==> config.mk <==
export PLATFORM = sky130hd
export DESIGN_NAME = mop_sched
export DESIGN_NICKNAME = d
export VERILOG_FILES = /design/src/rtl/pb_mop_pkg.sv /design/src/rtl/mop_sched_rr_pick.sv /design/src/rtl/mop_sched.sv
export SDC_FILE = /design/constraint.sdc
export NUM_CORES = 1
export LEC_CHECK = 0
export CAP_MARGIN = 0
export CORE_UTILIZATION = 45
export CTS_BUF_LIST = sky130_fd_sc_hd__clkbuf_2
export DETAILED_ROUTE_END_ITERATION = 12
export HOLD_SLACK_MARGIN = 0.08
export PLACE_DENSITY = 0.82
export SYNTH_ARGS = -nofsm -noshare
export SYNTH_HDL_FRONTEND = slang
export SYNTH_HIERARCHICAL = 1
export SYNTH_SLANG_ARGS = --single-unit
==> constraint.sdc <==
create_clock -name clk -period 9.7 [get_ports clk]
set_input_delay 1.94 -clock clk [delete_from_list [all_inputs] [get_ports clk]]
set_output_delay 1.94 -clock clk [all_outputs]
set_load 0.005 [all_outputs]
==> src/rtl/pb_mop_pkg.sv <==
// rtl/pb_mop_pkg.sv - shared micro-op encodings and scheduler state type
package pb_mop_pkg;

    localparam logic [2:0] OP_NOP     = 3'd0;
    localparam logic [2:0] OP_ADD     = 3'd1;
    localparam logic [2:0] OP_EXECUTE = 3'd4;

    localparam logic SIDE_BID = 1'b0;
    localparam logic SIDE_ASK = 1'b1;

    typedef enum logic {
        RUN     = 1'b0,
        QUIESCE = 1'b1
    } sched_st_t;

endpackage

==> src/rtl/mop_sched_rr_pick.sv <==
// rtl/mop_sched_rr_pick.sv - circular first-one finder starting at a pointer
//
// Ports:
//   req     in  N      request vector
//   ptr     in  IDX_W  index where the circular search begins
//   gnt_idx out IDX_W  first requesting index at or after ptr (wrapping)
//   gnt_any out 1      at least one request present
module rr_pick #(
    parameter int  N     = 2,
    localparam int IDX_W = (N > 1) ? $clog2(N) : 1
) (
    input  logic [N-1:0]     req,
    input  logic [IDX_W-1:0] ptr,
    output logic [IDX_W-1:0] gnt_idx,
    output logic             gnt_any
);

    // Walk the offsets from farthest to nearest so the nearest hit wins.
    always_comb begin
        int j;
        j       = 0;
        gnt_idx = '0;
        gnt_any = 1'b0;
        for (int k = N - 1; k >= 0; k--) begin
            j = int'(ptr) + k;
            if (j >= N) begin
                j = j - N;
            end
            if (req[IDX_W'(j)]) begin
                gnt_idx = IDX_W'(j);
                gnt_any = 1'b1;
            end
        end
    end

endmodule

==> src/rtl/mop_sched.sv <==
// rtl/mop_sched.sv - round-robin micro-op scheduler with burst limit and quiesce
//
// Shares the matcher's single op input between N_SRC requesters through one
// registered output stage. NOPs are consumed and counted, never forwarded.
//
// Ports:
//   clk, rst                 clock, asynchronous active-high reset
//   src_v/src_r              per-source valid/ready
//   src_opcode/side/price/qty packed per-source op fields
//   out_v/out_r              output handshake toward the matcher
//   out_opcode/side/price/qty/src  registered op fields and origin index
//   hold/hold_ack            quiesce request and drained acknowledge
//   ops_cnt/nop_cnt          free-running accepted-op and dropped-NOP counters
module mop_sched
    import pb_mop_pkg::*;
#(
    parameter int  PRICE_W = 48,
    parameter int  QTY_W   = 32,
    parameter int  N_SRC   = 2,
    parameter int  BURST   = 4,
    localparam int IDX_W   = (N_SRC > 1) ? $clog2(N_SRC) : 1
) (
    input  logic                     clk,
    input  logic                     rst,
    input  logic [N_SRC-1:0]         src_v,
    output logic [N_SRC-1:0]         src_r,
    input  logic [N_SRC*3-1:0]       src_opcode,
    input  logic [N_SRC-1:0]         src_side,
    input  logic [N_SRC*PRICE_W-1:0] src_price,
    input  logic [N_SRC*QTY_W-1:0]   src_qty,
    output logic                     out_v,
    input  logic                     out_r,
    output logic [2:0]               out_opcode,
    output logic                     out_side,
    output logic [PRICE_W-1:0]       out_price,
    output logic [QTY_W-1:0]         out_qty,
    output logic [IDX_W-1:0]         out_src,
    input  logic                     hold,
    output logic                     hold_ack,
    output logic [N_SRC*32-1:0]      ops_cnt,
    output logic [31:0]              nop_cnt
);

    sched_st_t          st_q, st_d;
    logic               out_v_q, out_v_d;
    logic [2:0]         out_opcode_q, out_opcode_d;
    logic               out_side_q, out_side_d;
    logic [PRICE_W-1:0] out_price_q, out_price_d;
    logic [QTY_W-1:0]   out_qty_q, out_qty_d;
    logic [IDX_W-1:0]   out_src_q, out_src_d;
    logic [IDX_W-1:0]   ptr_q, ptr_d;
    logic [3:0]         cnt_q, cnt_d;
    logic [31:0]        ops_q [N_SRC];
    logic [31:0]        ops_d [N_SRC];
    logic [31:0]        nop_q, nop_d;

    logic [2:0]         op_a    [N_SRC];
    logic               side_a  [N_SRC];
    logic [PRICE_W-1:0] price_a [N_SRC];
    logic [QTY_W-1:0]   qty_a   [N_SRC];

    logic [IDX_W-1:0]   gnt_idx, nxt_idx;
    logic               gnt_any, load_ok, accept;

    for (genvar i = 0; i < N_SRC; i++) begin : g_lane
        assign op_a[i]    = src_opcode[i*3 +: 3];
        assign side_a[i]  = src_side[i];
        assign price_a[i] = src_price[i*PRICE_W +: PRICE_W];
        assign qty_a[i]   = src_qty[i*QTY_W +: QTY_W];
        assign ops_cnt[i*32 +: 32] = ops_q[i];
    end

    rr_pick #(.N(N_SRC)) u_pick (
        .req     (src_v),
        .ptr     (ptr_q),
        .gnt_idx (gnt_idx),
        .gnt_any (gnt_any)
    );

    assign load_ok  = !out_v_q || out_r;
    assign accept   = gnt_any && load_ok && !hold;
    assign nxt_idx  = (gnt_idx == IDX_W'(N_SRC - 1)) ? '0 : gnt_idx + IDX_W'(1);
    assign hold_ack = (st_q == QUIESCE) && !out_v_q;

    assign out_v      = out_v_q;
    assign out_opcode = out_opcode_q;
    assign out_side   = out_side_q;
    assign out_price  = out_price_q;
    assign out_qty    = out_qty_q;
    assign out_src    = out_src_q;
    assign nop_cnt    = nop_q;

    // Ready is also masked by rst so sources see no handshake during reset.
    always_comb begin
        src_r = '0;
        if (accept && !rst) begin
            src_r[gnt_idx] = 1'b1;
        end
    end

    always_comb begin
        st_d = st_q;
        case (st_q)
            RUN:     if (hold)  st_d = QUIESCE;
            QUIESCE: if (!hold) st_d = RUN;
            default: st_d = RUN;
        endcase
    end

    always_comb begin
        out_v_d      = out_v_q;
        out_opcode_d = out_opcode_q;
        out_side_d   = out_side_q;
        out_price_d  = out_price_q;
        out_qty_d    = out_qty_q;
        out_src_d    = out_src_q;
        ptr_d        = ptr_q;
        cnt_d        = cnt_q;
        nop_d        = nop_q;
        for (int i = 0; i < N_SRC; i++) begin
            ops_d[i] = ops_q[i];
        end

        if (accept) begin
            if (op_a[gnt_idx] != OP_NOP) begin
                out_v_d          = 1'b1;
                out_opcode_d     = op_a[gnt_idx];
                out_side_d       = side_a[gnt_idx];
                out_price_d      = price_a[gnt_idx];
                out_qty_d        = qty_a[gnt_idx];
                out_src_d        = gnt_idx;
                ops_d[gnt_idx]   = ops_q[gnt_idx] + 32'd1;
            end else begin
                nop_d = nop_q + 32'd1;
                if (out_r) begin
                    out_v_d = 1'b0;
                end
            end

            // NOPs use a burst slot too, so a NOP flood cannot starve others.
            if ((gnt_idx != ptr_q && BURST == 1) ||
                (gnt_idx == ptr_q && cnt_q + 4'd1 == 4'(BURST))) begin
                ptr_d = nxt_idx;
                cnt_d = 4'd0;
            end else if (gnt_idx != ptr_q) begin
                ptr_d = gnt_idx;
                cnt_d = 4'd1;
            end else begin
                cnt_d = cnt_q + 4'd1;
            end
        end else if (out_r && out_v_q) begin
            out_v_d = 1'b0;
        end
    end

    always_ff @(posedge clk or posedge rst) begin
        if (rst) begin
            st_q         <= RUN;
            out_v_q      <= 1'b0;
            out_opcode_q <= '0;
            out_side_q   <= 1'b0;
            out_price_q  <= '0;
            out_qty_q    <= '0;
            out_src_q    <= '0;
            ptr_q        <= '0;
            cnt_q        <= '0;
            nop_q        <= '0;
            for (int i = 0; i < N_SRC; i++) begin
                ops_q[i] <= '0;
            end
        end else begin
            st_q         <= st_d;
            out_v_q      <= out_v_d;
            out_opcode_q <= out_opcode_d;
            out_side_q   <= out_side_d;
            out_price_q  <= out_price_d;
            out_qty_q    <= out_qty_d;
            out_src_q    <= out_src_d;
            ptr_q        <= ptr_d;
            cnt_q        <= cnt_d;
            nop_q        <= nop_d;
            for (int i = 0; i < N_SRC; i++) begin
                ops_q[i] <= ops_d[i];
            end
        end
    end

endmodule

==> impl_results.rst, run 1 <==
.. list-table::
   :header-rows: 1

   * - Metric
     - Value
   * - Buffers from clock root to sink, at most
     - 2
   * - Async SR Flop Fraction
     - 100%
   * - Flops & latches, synth
     - 188
   * - Post-CTS Hold Buffers
     - 0
   * - Critical path launch point
     - src_v[0]
   * - Placeable Area
     - 0.0197 mm2
   * - Fin crit share
     - 65.4%
   * - Final weighted congestion in routability-driven placement
     - 0.921
   * - Cell row count
     - 51
   * - Number of optimization iterations in the first detailed-route pass
     - 5
   * - Number of max-capacitance violations reported
     - 0
   * - Clock buffer count from CTS
     - 17
   * - Final nets
     - 1,388
   * - Die span in y
     - 144 um
   * - Clock Latency Late Sink
     - 0.78 ns
   * - Post-synthesis to final-layout area growth
     - 43.6%
   * - Clock transition at the registers of the reported paths
     - 0.24 ns
   * - Critical path endpoint category
     - output pin
   * - Initial core utilization
     - 46.4%
   * - Placed cell area
     - 0.0129 mm2
   * - Worst Tran Pin Value
     - 0.970 ns
   * - Reg2Reg Setup Slack
     - 5.28 ns
   * - VDD IR max
     - 0.0807 mV
   * - TritonCTS clock tree
     - yes
   * - Run status
     - complete, no violations
   * - Via count of the first global-routing pass
     - 7,772
   * - Post-CTS Setup Bufs
     - 0
   * - Number of I/O pins
     - 359
   * - Largest fanout on the critical path
     - 65
   * - Chain of cells forming the critical path
     - clkdlybuf4s50_1 > and2_4 > buf_4 > nor3_1 > clkdlybuf4s50_1
   * - Setup repair after global routing missed its margin
     - false
   * - Final Max Slew Viols
     - 0
   * - Routed metal-1 wirelength
     - 10,600 um
   * - DRC violation count after routing
     - 0
   * - Wire length of the first global-routing pass
     - 41,600 um
   * - GRT Util Overall
     - 26.3%
   * - Sinks on the clock net
     - 188
   * - Number of synthesized flops with an enable pin
     - 0
   * - Sum Neg Setup Slack
     - 0 ns
   * - Area share of the leading cell type in the synthesized netlist
     - 51.5%
   * - Number of antenna violations at the first check in global routing
     - 3
   * - Clock tree root driver cell
     - sky130_fd_sc_hd__clkbuf_2
   * - # H-tree levels
     - 4
   * - Arr. time, crit path
     - 4.40 ns
   * - Endpoints failing setup
     - 0
   * - WL/cell
     - 18.1 um
   * - Yosys synthesis warning count
     - 6
   * - Main area contributors after synthesis
     - sky130_fd_sc_hd__dfrtp_1, sky130_fd_sc_hd__mux2i_1, sky130_fd_sc_hd__a21oi_1, sky130_fd_sc_hd__nor2_1, sky130_fd_sc_hd__xor2_1
   * - Smallest setup slack after layout
     - 3.36 ns
   * - Count of cells along the worst register-to-register path
     - 9
   * - Placed Instances
     - 1,456
   * - Maximum frequency from static timing analysis
     - 158 MHz
   * - Count of endpoints failing hold in the final timing report
     - 0
   * - Dominant cell type by area after synthesis
     - sky130_fd_sc_hd__dfrtp_1
   * - Cell mode on critical path
     - sky130_fd_sc_hd__clkdlybuf4s50_1
   * - DIE AREA
     - 0.0209 mm2
   * - Total number of vias
     - 7,857
   * - Top Layer Used
     - met5
   * - Critical path startpoint category
     - input pin
   * - Number of standard cells in the final layout excluding fillers
     - 1,488
   * - Worst path max stage delay
     - 0.72 ns
   * - Worst setup endpoint
     - src_r[0]
   * - Power Dens Cells
     - 141 mW/mm2
   * - Headroom to the max-slew limit
     - 35.4%
   * - Largest net degree at the start of global routing
     - 116
   * - Synth Flop Type
     - sky130_fd_sc_hd__dfrtp_1
   * - Number of instances in the synthesized netlist
     - 870
   * - Data required time at the worst endpoint
     - 7.76 ns
   * - Vias per Instance
     - 5.28
   * - Port buffer count
     - 357
   * - Sequential area share after synthesis
     - 51.5%
   * - Tot Pwr
     - 1.85 mW
   * - Mean area per synthesized cell
     - 10.5 um2
   * - Total wire length
     - 27,000 um
   * - Time the worst path needs with I/O delays and setup
     - 6.34 ns
   * - End of the worst register-to-register path
     - ops_cnt[63]
   * - 1st-iter DRT viols
     - 270
   * - Type of the setup path with the least slack
     - input pin to output pin
   * - Horizontal die dimension
     - 144 um
   * - Cts repair resizes
     - 0
   * - Tightest Hold Check Type
     - flop to flop
   * - P_leak
     - 5.34 nW
   * - Post-synthesis net count
     - 1,048
   * - Slowest cell on the critical path
     - sky130_fd_sc_hd__buf_4
   * - Routed Antenna Nets
     - 0
   * - Count of cell types in the netlist
     - 51
   * - Post-synthesis instance area
     - 0.00913 mm2
   * - DP Worst Slack
     - 3.24 ns
   * - HPWL reported at the end of detailed placement
     - 20,100 um
   * - Met2 Routed Length
     - 13,600 um
   * - Largest clock skew in the final design
     - 0.0748 ns
   * - Routed met3 length
     - 2260 um
   * - Sum of overflow across all layers after global routing
     - 0
   * - R2r startpoint
     - ptr_q
   * - Total non-filler cell area in the finished layout
     - 0.0131 mm2
   * - Share of post-route cells with drive strength above 1
     - 5.07%
==> power by group <==
| part | switching (mW) | internal (mW) |
|---|---|---|
| sequential | 0.0775 | 0.874 |
| combinational | 0.198 | 0.297 |
| clock | 0.279 | 0.120 |
==> worst min path at each step <==
stage,depth (start not counted),from,end,slack [ns]
2_1_floorplan,1,nop_cnt[31],nop_cnt[31],0.46
3_3_place_gp,1,ops_cnt[63],ops_cnt[63],0.46
3_5_place_dp,1,ops_cnt[63],ops_cnt[63],0.46
4_1_cts,1,ops_cnt[63],ops_cnt[63],0.49
5_1_grt,1,ops_cnt[31],ops_cnt[31],0.51
6_report,1,ops_cnt[63],ops_cnt[63],0.49
==> registers in the layout, summed over array words and instances, names as in the netlist <==
signal      cells
out_side        1
st_q            1
out_qty        32
nop_cnt        32
out_src         1
ops_cnt        64
out_v           1
out_price      48
out_opcode      3
ptr_q           1
cnt_q           4
==> critical path: cells and delay by family <==
family,cells,cell delay (ns)
buffers and inverters,3,1.72
AND/OR/NAND/NOR,2,0.72
==> cell usage after synthesis, types with 5 or more instances <==
library cell / n
sky130_fd_sc_hd__buf_2: 30
sky130_fd_sc_hd__nor3_1: 11
sky130_fd_sc_hd__nor4_1: 6
sky130_fd_sc_hd__nand4_1: 19
sky130_fd_sc_hd__nand3_1: 48
sky130_fd_sc_hd__dfrtp_1: 188
sky130_fd_sc_hd__nand2_1: 59
sky130_fd_sc_hd__xor2_1: 50
sky130_fd_sc_hd__inv_1: 5
sky130_fd_sc_hd__o21ai_0: 7
sky130_fd_sc_hd__clkbuf_1: 8
sky130_fd_sc_hd__a21oi_1: 94
sky130_fd_sc_hd__mux2i_1: 88
sky130_fd_sc_hd__and3_1: 11
sky130_fd_sc_hd__nand3b_1: 18
sky130_fd_sc_hd__nor2b_1: 8
sky130_fd_sc_hd__xnor2_1: 40
sky130_fd_sc_hd__nor2_1: 118
sky130_fd_sc_hd__a22oi_1: 6
==> layer usage <==
| metal | GRT usage, % | vias up |
|---|---|---|
| met2 | 43.4 | 292 |
| li1 | - | 3720 |
| met4 | 8.37 | 4 |
| met5 | 0 | - |
| met1 | 32.6 | 3800 |
| met3 | 8.18 | 41 |
==> cells in the final DEF, fill, tap and decap left out, drive strengths merged, types with 3 or more instances in the layout <==
cell,Yosys,routed
nor2b,8,8
nand4b,4,4
clkdlybuf4s50,0,357
nand4,22,22
nor4,9,9
ha,4,4
o21ai,7,7
nand2,59,59
xnor2,40,40
buf,36,8
and3,11,11
mux2i,88,88
clkinvlp,0,3
nand3,50,50
a21oi,94,94
nand3b,18,18
nor2,118,118
mux2,4,4
a22oi,9,9
clkbuf,8,18
and4,4,4
nor3,13,13
xor2,50,50
dfrtp,188,188
inv,5,8
clkinv,0,5
==> area by class of cell <==
cell class                 count  area, um2
multi-input combinational    633       4170
inverter                       5       26.3
fill                        1596       6550
clock buffer                  18       90.1
timing repair buffer         365       3630
clock inverter                13        143
antenna                        1       2.50
sequential                   188       4700
tap                          265        332
==> metrics by stage <==
| step | utilization (%) | hold WS (ns) |
|---|---|---|
| 2_1_floorplan | - | 0.465 |
| 3_3_place_gp | 65.5 | 0.456 |
| 3_5_place_dp | 65.5 | 0.457 |
| 4_1_cts | 66.6 | 0.488 |
| 5_1_grt | 66.7 | 0.512 |
| 6_report | 66.7 | 0.488 |
==> cells by family after synthesis <==
kind of cell / share of synthesized area (%)
buf+inv: 2.88
flops: 51.5
compound gates: 7.66
fa+ha+maj: 0.548
simple gates: 18.6
xor+xnor: 8.64
mux: 10.1
Note: power is estimated with default switching activity, not from simulation.
==> run 2, diff against run 1 <==
Clock period 9.7 ns to 5.93 ns, I/O delays scaled along.
==> run 2 against run 1 <==
  * Wire length up 0.85%
  * First-iteration DRC count increased by 51%
  * Worst hold slack hardly changed
  * Power increased by 59%
  * Clock-buffer cell count unchanged
  * Global-route usage is 0.061 points higher
  * Setup slack lost 1.8 ns
  * Critical path type unchanged
  * Largest power group unchanged
  * Clock power rose by 45%
  * Die area unchanged
  * Sequential power increased by 63%
==> impl_results.rst, run 2 (synthesized netlist as in run 1, its figures left out) <==
.. list-table::
   :header-rows: 1

   * - Metric
     - Value
   * - Run status
     - complete, no violations
   * - Final nets
     - 1,390 (+0.14%)
   * - Sum Neg Setup Slack
     - 0 ns (unchanged)
   * - Endpoints failing setup
     - 0 (unchanged)
   * - Number of antenna violations at the first check in global routing
     - 2 (-1)
   * - Data required time at the worst endpoint
     - 4.74 ns (-3.02 ns)
   * - Routing usage on met2
     - 44.0% (+0.58 points)
   * - Count of endpoints failing hold in the final timing report
     - 0 (unchanged)
   * - P_leak
     - 5.33 nW (-0.30%)
   * - Routed Antenna Nets
     - 0 (unchanged)
   * - DRC violation count after routing
     - 0 (unchanged)
   * - Count of cells along the worst register-to-register path
     - 7 (-2)
   * - Buffers from clock root to sink, at most
     - 2 (unchanged)
   * - Setup repair after global routing missed its margin
     - false
   * - Final weighted congestion in routability-driven placement
     - 0.907 (-1.5%)
   * - Sum of overflow across all layers after global routing
     - 0 (unchanged)
   * - Power Dens Cells
     - 225 mW/mm2 (+60%)
   * - Time the worst path needs with I/O delays and setup
     - 4.39 ns
   * - Port buffer count
     - 357 (unchanged)
   * - Sinks on the clock net
     - 188 (unchanged)
   * - Post-CTS Hold Buffers
     - 0 (unchanged)
   * - Headroom to the max-slew limit
     - 36.6% (+1.3 points)
   * - TritonCTS clock tree
     - yes
   * - HPWL reported at the end of detailed placement
     - 20,500 um (+2.0%)
   * - Share of post-route cells with drive strength above 1
     - 4.98% (-0.090 points)
   * - Placeable Area
     - 0.0197 mm2 (unchanged)
   * - Clock tree root driver cell
     - sky130_fd_sc_hd__clkbuf_2
   * - Gr busiest metal
     - met2
   * - Hold path cells
     - 1 (unchanged)
   * - Number of max-capacitance violations reported
     - 0 (unchanged)
   * - Fin crit share
     - 74.0%
   * - Cts repair resizes
     - 0 (unchanged)
   * - Initial core utilization
     - 46.4% (unchanged)
   * - Beginning of the worst hold path
     - ops_cnt[63]
   * - WL/cell
     - 18.3 um (+0.71%)
   * - Largest net degree at the start of global routing
     - 97 (-16%)
   * - Wire length of the first global-routing pass
     - 41,700 um (+0.28%)
   * - Flip-flop count of the largest register, all copies and words added
     - 64 (unchanged)
   * - Maximum frequency from static timing analysis
     - 228 MHz
   * - Hold path endpoint
     - ops_cnt[63]
   * - R2r startpoint
     - ptr_q
   * - Clock transition at the registers of the reported paths
     - 0.21 ns (-0.03 ns)
   * - Tot Pwr
     - 2.94 mW (+59%)
   * - GRT Util Overall
     - 26.3% (+0.061 points)
   * - Largest fanout on the critical path
     - 8 (-88%)
   * - Reg2Reg Setup Slack
     - 2.81 ns (-2.47 ns)
   * - Commonest cells after routing, fill and taps aside
     - sky130_fd_sc_hd__clkdlybuf4s50_1, sky130_fd_sc_hd__dfrtp_1, sky130_fd_sc_hd__nor2_1
   * - GRT met1 Usage
     - 32.0% (-0.58 points)
   * - Die span in y
     - 144 um (unchanged)
   * - Smallest setup slack after layout
     - 1.54 ns (-1.82 ns)
   * - Post-CTS Setup Bufs
     - 0 (unchanged)
   * - Total wire length
     - 27,200 um (+0.85%)
   * - Critical path endpoint category
     - output pin
   * - Met3 Usage GRT
     - 8.44% (+0.26 points)
   * - Tightest Hold Check Type
     - flop to flop
   * - DIE AREA
     - 0.0209 mm2 (unchanged)
   * - 1st-iter DRT viols
     - 408 (+51%)
   * - Final Util
     - 66.5% (-0.16 points)
   * - Most common cell after layout, fill and taps aside
     - sky130_fd_sc_hd__clkdlybuf4s50_1
   * - Total number of vias
     - 7,913 (+0.71%)
   * - Horizontal die dimension
     - 144 um (unchanged)
   * - Final Max Slew Viols
     - 0 (unchanged)
   * - Critical path startpoint category
     - input pin
   * - # H-tree levels
     - 4 (unchanged)
   * - Cell row count
     - 51 (unchanged)
   * - Type of the setup path with the least slack
     - input pin to output pin
   * - Number of I/O pins
     - 359 (unchanged)
   * - End of the worst register-to-register path
     - ops_cnt[51]
   * - Post-synthesis to final-layout area growth
     - 43.2%
   * - DP Worst Slack
     - 1.50 ns (-1.75 ns)
   * - Worst Tran Pin Value
     - 0.951 ns (-0.0191 ns)
   * - Via count of the first global-routing pass
     - 7,896 (+1.6%)
   * - Largest clock skew in the final design
     - 0.0585 ns (-0.0164 ns)
   * - Clock buffer count from CTS
     - 17 (unchanged)
   * - Number of optimization iterations in the first detailed-route pass
     - 5 (unchanged)
   * - VDD IR max
     - 0.166 mV (+110%)
   * - Arr. time, crit path
     - 3.20 ns (-1.20 ns)
   * - Clock Latency Late Sink
     - 0.73 ns (-0.05 ns)
   * - Vias per Instance
     - 5.31 (+0.58%)
==> run 2: changes by cell type in the layout (fill, tap and decap cells not counted) <==
cell / delta
sky130_fd_sc_hd__buf_4: +2
sky130_fd_sc_hd__bufinv_16: -1
sky130_fd_sc_hd__clkinv_1: +3
sky130_fd_sc_hd__clkinv_2: +1
sky130_fd_sc_hd__clkinv_4: -2
sky130_fd_sc_hd__clkinvlp_4: +1
sky130_fd_sc_hd__inv_8: -2
==> run 2: critical path: stages <==
cell and delay, ns:
sky130_fd_sc_hd__clkdlybuf4s50_1 0.47, sky130_fd_sc_hd__nand2b_1 0.31, sky130_fd_sc_hd__nor2_1 0.47, sky130_fd_sc_hd__and3_1 0.23, sky130_fd_sc_hd__clkdlybuf4s50_1 0.52
==> run 2: area by class of cell <==
| type | instances | area [um2] |
|---|---|---|
| diodes | 1 | 2.50 |
| well taps | 265 | 332 |
| clock inverters | 13 | 100 |
| flip-flops and latches | 188 | 4700 |
| inverters | 5 | 22.5 |
| clock buffers | 18 | 90.1 |
| multi-input cells | 633 | 4170 |
| fillers | 1578 | 6580 |
| repair buffers | 367 | 3650 |
==> run 2: worst max-delay path by stage <==
stage             endpoint  startpoint  slack, ns
5_1_grt           src_r[1]    src_v[0]       1.45
6_report          src_r[1]        hold       1.54
4_1_cts           src_r[1]        hold       1.55
2_1_floorplan     src_r[1]         rst       0.19
3_5_place_dp   ops_cnt[51]    src_v[0]       1.50
3_3_place_gp   ops_cnt[55]    src_v[0]       1.53
==> run 2: metal layers <==
| layer | part of all wire, % | up-vias |
|---|---|---|
| li1 | - | 3722 |
| met1 | 39 | 3847 |
| met2 | 50 | 297 |
| met3 | 7.8 | 45 |
| met4 | 2.5 | 2 |
| met5 | 0.048 | - |
==> run 2: where the power goes <==
| group | switching (mW) | leakage [nW] | internal [mW] |
|---|---|---|---|
| combinational | 0.326 | 2.86 | 0.486 |
| clock | 0.433 | 0.116 | 0.144 |
| sequential | 0.124 | 2.35 | 1.43 |
==> run 2: through the flow <==
step	instances	hold WS (ns)	area (um2)
after global routing	1490	0.511	13100
after floorplan	870	0.465	9130
after detailed placement	1458	0.461	12900
after global placement	1458	0.458	12900
after CTS	1489	0.489	13100
final	1490	0.488	13100
==> run 3, diff against run 2 <==
Clock period 5.93 ns to 4.3 ns, I/O delays scaled along.
==> run 3 against run 2 <==
  * Non-clock buffer count is 5 higher
  * Clock-buffer cell count stayed put
  * Critical path depth stayed put
  * First-iteration DRC count is 3.4% higher
  * Cell count is 0.34% higher
  * Setup slack worse by 0.93 ns
  * Flip-flop and latch count stayed put
  * Register-to-register slack worse by 1.4 ns
  * Sequential power is 38% higher
  * Utilization is 0.50 points higher
  * Critical endpoint is now src_r[0]
==> impl_results.rst, run 3 (synthesized netlist as in run 1, its figures left out) <==
.. list-table::
   :header-rows: 1

   * - Metric
     - Value
   * - Run status
     - complete, no violations
   * - Final Util
     - 67.0% (+0.50 points)
   * - Number of antenna violations at the first check in global routing
     - 0 (-2)
   * - Vias per Instance
     - 5.30 (-0.20%)
   * - Switching share of power
     - 30.8% (+0.77 points)
   * - Pint
     - 2.87 mW (+39%)
   * - Initial core utilization
     - 46.4% (unchanged)
   * - Final Max Slew Viols
     - 0 (unchanged)
   * - Sinks on the clock net
     - 188 (unchanged)
   * - WL/cell
     - 18.3 um (+0.41%)
   * - DP Worst Slack
     - 0.439 ns (-1.06 ns)
   * - Post-CTS Hold Buffers
     - 0 (unchanged)
   * - Number of optimization iterations in the first detailed-route pass
     - 5 (unchanged)
   * - Clock Latency Late Sink
     - 0.75 ns (+0.02 ns)
   * - # diodes
     - 0 (-1)
   * - Post-CTS Setup Bufs
     - 0 (unchanged)
   * - Most common cell after layout, fill and taps aside
     - sky130_fd_sc_hd__clkdlybuf4s50_1
   * - Power Dens Cells
     - 315 mW/mm2 (+40%)
   * - Commonest cells after routing, fill and taps aside
     - sky130_fd_sc_hd__clkdlybuf4s50_1, sky130_fd_sc_hd__dfrtp_1, sky130_fd_sc_hd__nor2_1
   * - Data required time at the worst endpoint
     - 3.44 ns (-1.30 ns)
   * - # H-tree levels
     - 4 (unchanged)
   * - Type of the setup path with the least slack
     - input pin to output pin
   * - GRT Util Overall
     - 26.0% (-0.35 points)
   * - Arr. time, crit path
     - 2.83 ns (-0.37 ns)
   * - Via count of the first global-routing pass
     - 7,453 (-5.6%)
   * - Routed Antenna Nets
     - 0 (unchanged)
   * - Footprint of the multi-input gates
     - 0.00417 mm2 (unchanged)
   * - Share of post-route cells with drive strength above 1
     - 5.69% (+0.71 points)
   * - Port buffer count
     - 357 (unchanged)
   * - Number of max-capacitance violations reported
     - 0 (unchanged)
   * - Number of I/O pins
     - 359 (unchanged)
   * - Horizontal die dimension
     - 144 um (unchanged)
   * - VDD IR max
     - 0.163 mV (-1.9%)
   * - Worst Tran Pin Value
     - 1.11 ns (+0.160 ns)
   * - Portion of total power attributed to the clock network
     - 21.1% (+1.5 points)
   * - Setup repair after global routing missed its margin
     - false
   * - Clock transition at the registers of the reported paths
     - 0.25 ns (+0.04 ns)
   * - Wire length of the first global-routing pass
     - 40,800 um (-2.2%)
   * - Placed Instances
     - 1,463 (+0.34%)
   * - Flip-flop count of the largest register, all copies and words added
     - 64 (unchanged)
   * - DRC violation count after routing
     - 0 (unchanged)
   * - Endpoints failing setup
     - 0 (unchanged)
   * - Time the worst path needs with I/O delays and setup
     - 3.69 ns
   * - Fin crit share
     - 85.8%
   * - 1st-iter DRT viols
     - 422 (+3.4%)
   * - Maximum frequency from static timing analysis
     - 271 MHz
   * - Largest fanout on the critical path
     - 39 (+31)
   * - Critical path startpoint category
     - input pin
   * - Clock buffer count from CTS
     - 17 (unchanged)
   * - Cell row count
     - 51 (unchanged)
   * - DIE AREA
     - 0.0209 mm2 (unchanged)
   * - Portion of total power attributed to combinational logic
     - 27.3% (-0.3 points)
   * - P_leak
     - 5.38 nW (+1.1%)
   * - Headroom to the max-slew limit
     - 25.9% (-11 points)
   * - Power spent charging and discharging nets
     - 1.28 mW (+45%)
   * - Total number of vias
     - 7,924 (+0.14%)
   * - Die span in y
     - 144 um (unchanged)
   * - TritonCTS clock tree
     - yes
   * - Number of standard cells in the final layout excluding fillers
     - 1,495 (+0.34%)
   * - HPWL reported at the end of detailed placement
     - 20,700 um (+0.89%)
   * - Total wire length
     - 27,400 um (+0.75%)
   * - Placeable Area
     - 0.0197 mm2 (unchanged)
   * - Buffers from clock root to sink, at most
     - 2 (unchanged)
   * - Post-synthesis to final-layout area growth
     - 44.3%
   * - Register area
     - 0.00470 mm2 (unchanged)
   * - Clock tree root driver cell
     - sky130_fd_sc_hd__clkbuf_2
   * - Fillers
     - 1,573 (-0.32%)
   * - Smallest setup slack after layout
     - 0.611 ns (-0.931 ns)
   * - Sum of overflow across all layers after global routing
     - 0 (unchanged)
   * - Critical path endpoint category
     - output pin
   * - Count of endpoints failing hold in the final timing report
     - 0 (unchanged)
   * - Tightest Hold Check Type
     - flop to flop
   * - Final weighted congestion in routability-driven placement
     - 0.906 (about the same)
   * - Largest net degree at the start of global routing
     - 189 (+95%)
   * - Reg power frac
     - 51.6% (-1.2 points)
   * - Final nets
     - 1,395 (+0.36%)
   * - Cts repair resizes
     - 0 (unchanged)
   * - Largest clock skew in the final design
     - 0.0445 ns (-0.0140 ns)
==> run 3: cell count changes in the layout (fill, tap and decap cells not counted), moves of 2 or more <==
cell / delta
sky130_fd_sc_hd__buf_4: +3
sky130_fd_sc_hd__clkinv_4: +4
sky130_fd_sc_hd__inv_8: +2
sky130_fd_sc_hd__clkinv_1: -3
sky130_fd_sc_hd__clkinv_2: -2
sky130_fd_sc_hd__buf_12: +2
==> run 3: cell type report <==
type,instances,share of cell area (%)
timing repair buffer,372,28.2
tap,265,2.52
inverter,5,0.171
multi-input combinational,633,31.7
clock buffer,18,0.684
clock inverter,14,1.05
sequential,188,35.7
==> run 3: worst paths after layout <==
check | end | cells past startpoint | startpoint | slack [ns]
setup reg to reg | ops_cnt[62] | 8 | ptr_q | 1.45
hold reg to reg | nop_cnt[31] | 1 | nop_cnt[31] | 0.49
setup / recovery | src_r[0] | 5 | src_v[0] | 0.61
max in group asynchronous | ops_cnt[34] | 3 | rst | 2.68
min in group asynchronous | nop_cnt[12] | 3 | rst | 0.71
hold / removal | nop_cnt[31] | 1 | nop_cnt[31] | 0.49
==> run 3: through the flow <==
step           area [um2]  hold slack (ns)  setup TNS, ns  total power, mW
2_1_floorplan        9130            0.465         -0.634             2.61
3_3_place_gp        12900            0.456              0             3.28
3_5_place_dp        12900            0.465              0             3.31
4_1_cts             13200            0.493              0             4.19
5_1_grt             13200            0.487              0             4.37
6_report            13200            0.486              0             4.15
==> run 3: critical path, cell delays in order <==
cell                              delay, ns
sky130_fd_sc_hd__clkdlybuf4s50_1       0.57
sky130_fd_sc_hd__and2_4                0.45
sky130_fd_sc_hd__buf_4                 0.36
sky130_fd_sc_hd__nor3_1                0.10
sky130_fd_sc_hd__clkdlybuf4s50_1       0.49
==> run 3: power by group through the flow <==
stage | Clock (mW) | Combinational, mW | Sequential, mW
global route | 0.972 | 1.22 | 2.17
detailed placement | 0 | 1.14 | 2.17
floorplan | 0 | 0.446 | 2.16
finish | 0.876 | 1.13 | 2.14
global placement | 0 | 1.12 | 2.16
CTS | 0.903 | 1.14 | 2.14
==> run 3: per-layer routing <==
layer / global-route usage [%] / routed length, um / part of all wire [%] / up-vias
met2: 43.1 / 13500 / 49 / 329
li1: - / - / - / 3735
met4: 7.98 / 541 / 2.0 / 0
met3: 6.59 / 2160 / 7.9 / 44
met5: 0 / 0 / 0 / -
met1: 33.3 / 11200 / 41 / 3816
==> RTL edit, RTL diff (settings of run 1) <==
Set the parameter `PRICE_W` to 24 (it was 48).
--- a/src/rtl/mop_sched.sv
+++ b/src/rtl/mop_sched.sv
@@ -16,3 +16,3 @@
 #(
-    parameter int  PRICE_W = 48,
+    parameter int  PRICE_W = 24,
     parameter int  QTY_W   = 32,
Interface: changed (resized out_price and src_price); port bits go from 359 to 287. No check against the original RTL was run, so the function may have changed too.
==> RTL edit against run 1 <==
  * Wire length shrank 22%
  * Sequential cell count shrank 24
  * Utilization shrank 2.1 points
  * Power shrank 7.9%
  * First-iteration DRC count grew 13%
  * Clock power shrank 14%
  * Register-to-register slack gained 1.2 ns
  * Critical path depth shrank 1
  * Worst setup slack gained 0.52 ns
  * Design area shrank 15%
  * Fmax grew 8.9%
  * Synthesized area shrank 13%
==> RTL edit: results (changes against run 1) <==
stage;metric;value;unit;change
yosys;Synth Net Count;875;;was 1048
route;Vias/cell;5.23;;was 5.28
placement;Port-buffer cells;285;;was 357
yosys;Synth warnings;6;;unchanged
sta;Tcrit/Tclk final;0.600;;was 0.654
route;Post-Route WL;21.0;mm;was 27.0 mm
worst_setup_path;WP data arrival;3.88;ns;was 4.40 ns
route;first drt pass iteration count;4;;was 5
hold_path;hold path endpoint;ops_cnt[63];;unchanged
finish;layout cells sized above 1;0.0610;;was 0.0507
worst_setup_path;slowest stage delay, CP;0.63;ns;was 0.72 ns
yosys;register area share after synthesis;0.519;;was 0.515
yosys;synth top area cells;dfrtp_1 (52%), mux2i_1 (8.2%), xnor2_1 (5.9%), xor2_1 (4.3%), nor2_1 (4.0%);;was dfrtp_1 (52%), mux2i_1 (9.7%), a21oi_1 (5.2%), nor2_1 (4.9%), xor2_1 (4.8%)
route;Initial DRC Count;305;;was 270
clock_network;clk slew on worst S/H paths;0.25;ns;
global_route;pin count of the biggest net entering global routing;115;;was 116
worst_setup_path;worst reg2reg path depth;8;;was 9
clock_network;Skew-Pair Late Insertion Delay;0.71;ns;was 0.78 ns
sta;Clock Skews;0.0420;ns;was 0.0748 ns
yosys;asr flop ratio synth;1.00;;unchanged
power_and_ir_drop;LEAKAGE;4.53;nW;was 5.34 nW
yosys;count of different cell masters after synthesis;52;;was 51
finish;Fill cells;1387;;was 1596
worst_setup_path;CP max-delay cell;and2_4;;was buf_4
worst_setup_path;crit-path max FO;69;;was 65
finish;Net count, final;1149;;was 1388
worst_setup_path;reg2reg setup slack;6.51;ns;was 5.28 ns
clock_network;root buffer cell;clkbuf_2;;unchanged
global_route;antenna violations before repair;1;;was 3
yosys;most frequent cells after synthesis;dfrtp_1 (164), nor2_1 (85), mux2i_1 (65);;was dfrtp_1 (188), nor2_1 (118), a21oi_1 (94)
clock_network;total CTS buffers;17;;unchanged
global_route;Total Routing Usage GR;0.238;;was 0.263
outcome;outcome;complete, no violations;;unchanged
power_and_ir_drop;IR drop worst, VDD;120;uV;was 80.7 uV
sta;worst slew pin tran;1.06;ns;was 0.970 ns
die;die width;135;um;was 144 um
power_and_ir_drop;switch share;0.319;;was 0.301
worst_setup_path;Reg-to-Reg End;ops_cnt[58];;was ops_cnt[63]
global_route;vias in the first global route;6414;;was 7772
global_route;first-pass GRT wire length;33.2;mm;was 41.6 mm
finish;max FFs per register;64;;unchanged
placement;GPL Wtd Cong;0.799;;was 0.921
placement;hpwl dp;15.5;mm;was 20.1 mm
## RTL edit: worst max-delay path by stage
stage / cells past startpoint / end / from
5_1_grt: 4 / src_r[1] / rst
6_report: 4 / src_r[1] / src_v[0]
2_1_floorplan: 2 / src_r[1] / rst
4_1_cts: 4 / src_r[1] / rst
3_5_place_dp: 4 / src_r[1] / rst
3_3_place_gp: 4 / src_r[1] / rst
## RTL edit: final cells by class
type | count | area share
Clock buffer | 17 | 0.00764
Timing Repair Buffer | 291 | 0.260
Tap cell | 225 | 0.0253
Clock inverter | 15 | 0.0117
Sequential cell | 164 | 0.369
Antenna cell | 1 | 0.000225
Multi-Input combinational cell | 539 | 0.324
Inverter | 6 | 0.00247
## RTL edit: power groups by stage
stage               Combinational (mW)  Sequential [mW]  Clock (mW)
finish                           0.515            0.842       0.342
CTS                              0.521            0.842       0.358
global placement                 0.509            0.850           0
detailed placement               0.519            0.853           0
floorplan                        0.247            0.849           0
global route                     0.561            0.856       0.388
## RTL edit: stage by stage
| step | worst slack, ns | hold slack (ns) | util | cells |
|---|---|---|---|---|
| after floorplan | 1.91 | 0.465 | - | 745 |
| after global placement | 3.85 | 0.472 | 0.633 | 1225 |
| after detailed placement | 3.84 | 0.473 | 0.633 | 1225 |
| after CTS | 3.84 | 0.507 | 0.646 | 1257 |
| after global routing | 3.73 | 0.521 | 0.646 | 1258 |
| final | 3.88 | 0.505 | 0.646 | 1258 |
## RTL edit: routing by layer
layer  wire, um  share of wire  GRT usage
met2      10500           0.50      0.401
met1       7980           0.38      0.272
met3       2020          0.096     0.0983
met4        483          0.023     0.0855
met5          0              0          0
## RTL edit: kinds of logic (layout without fill, tap and decap cells)
family / after synthesis / after routing / synth area share
compound gates: 92 / 92 / 0.0720
xor+xnor: 92 / 92 / 0.102
fa+ha+maj: 4 / 4 / 0.00633
buf+inv: 42 / 329 / 0.0263
flops: 164 / 164 / 0.519
mux: 75 / 75 / 0.0966
other cells: 0 / 1 / 0
simple gates: 276 / 276 / 0.177
## RTL edit: worst max-delay path: cells and delay by family
family | cells | cell delay (ns)
AND/OR/NAND/NOR | 2 | 0.90
buffers and inverters | 2 | 1.03
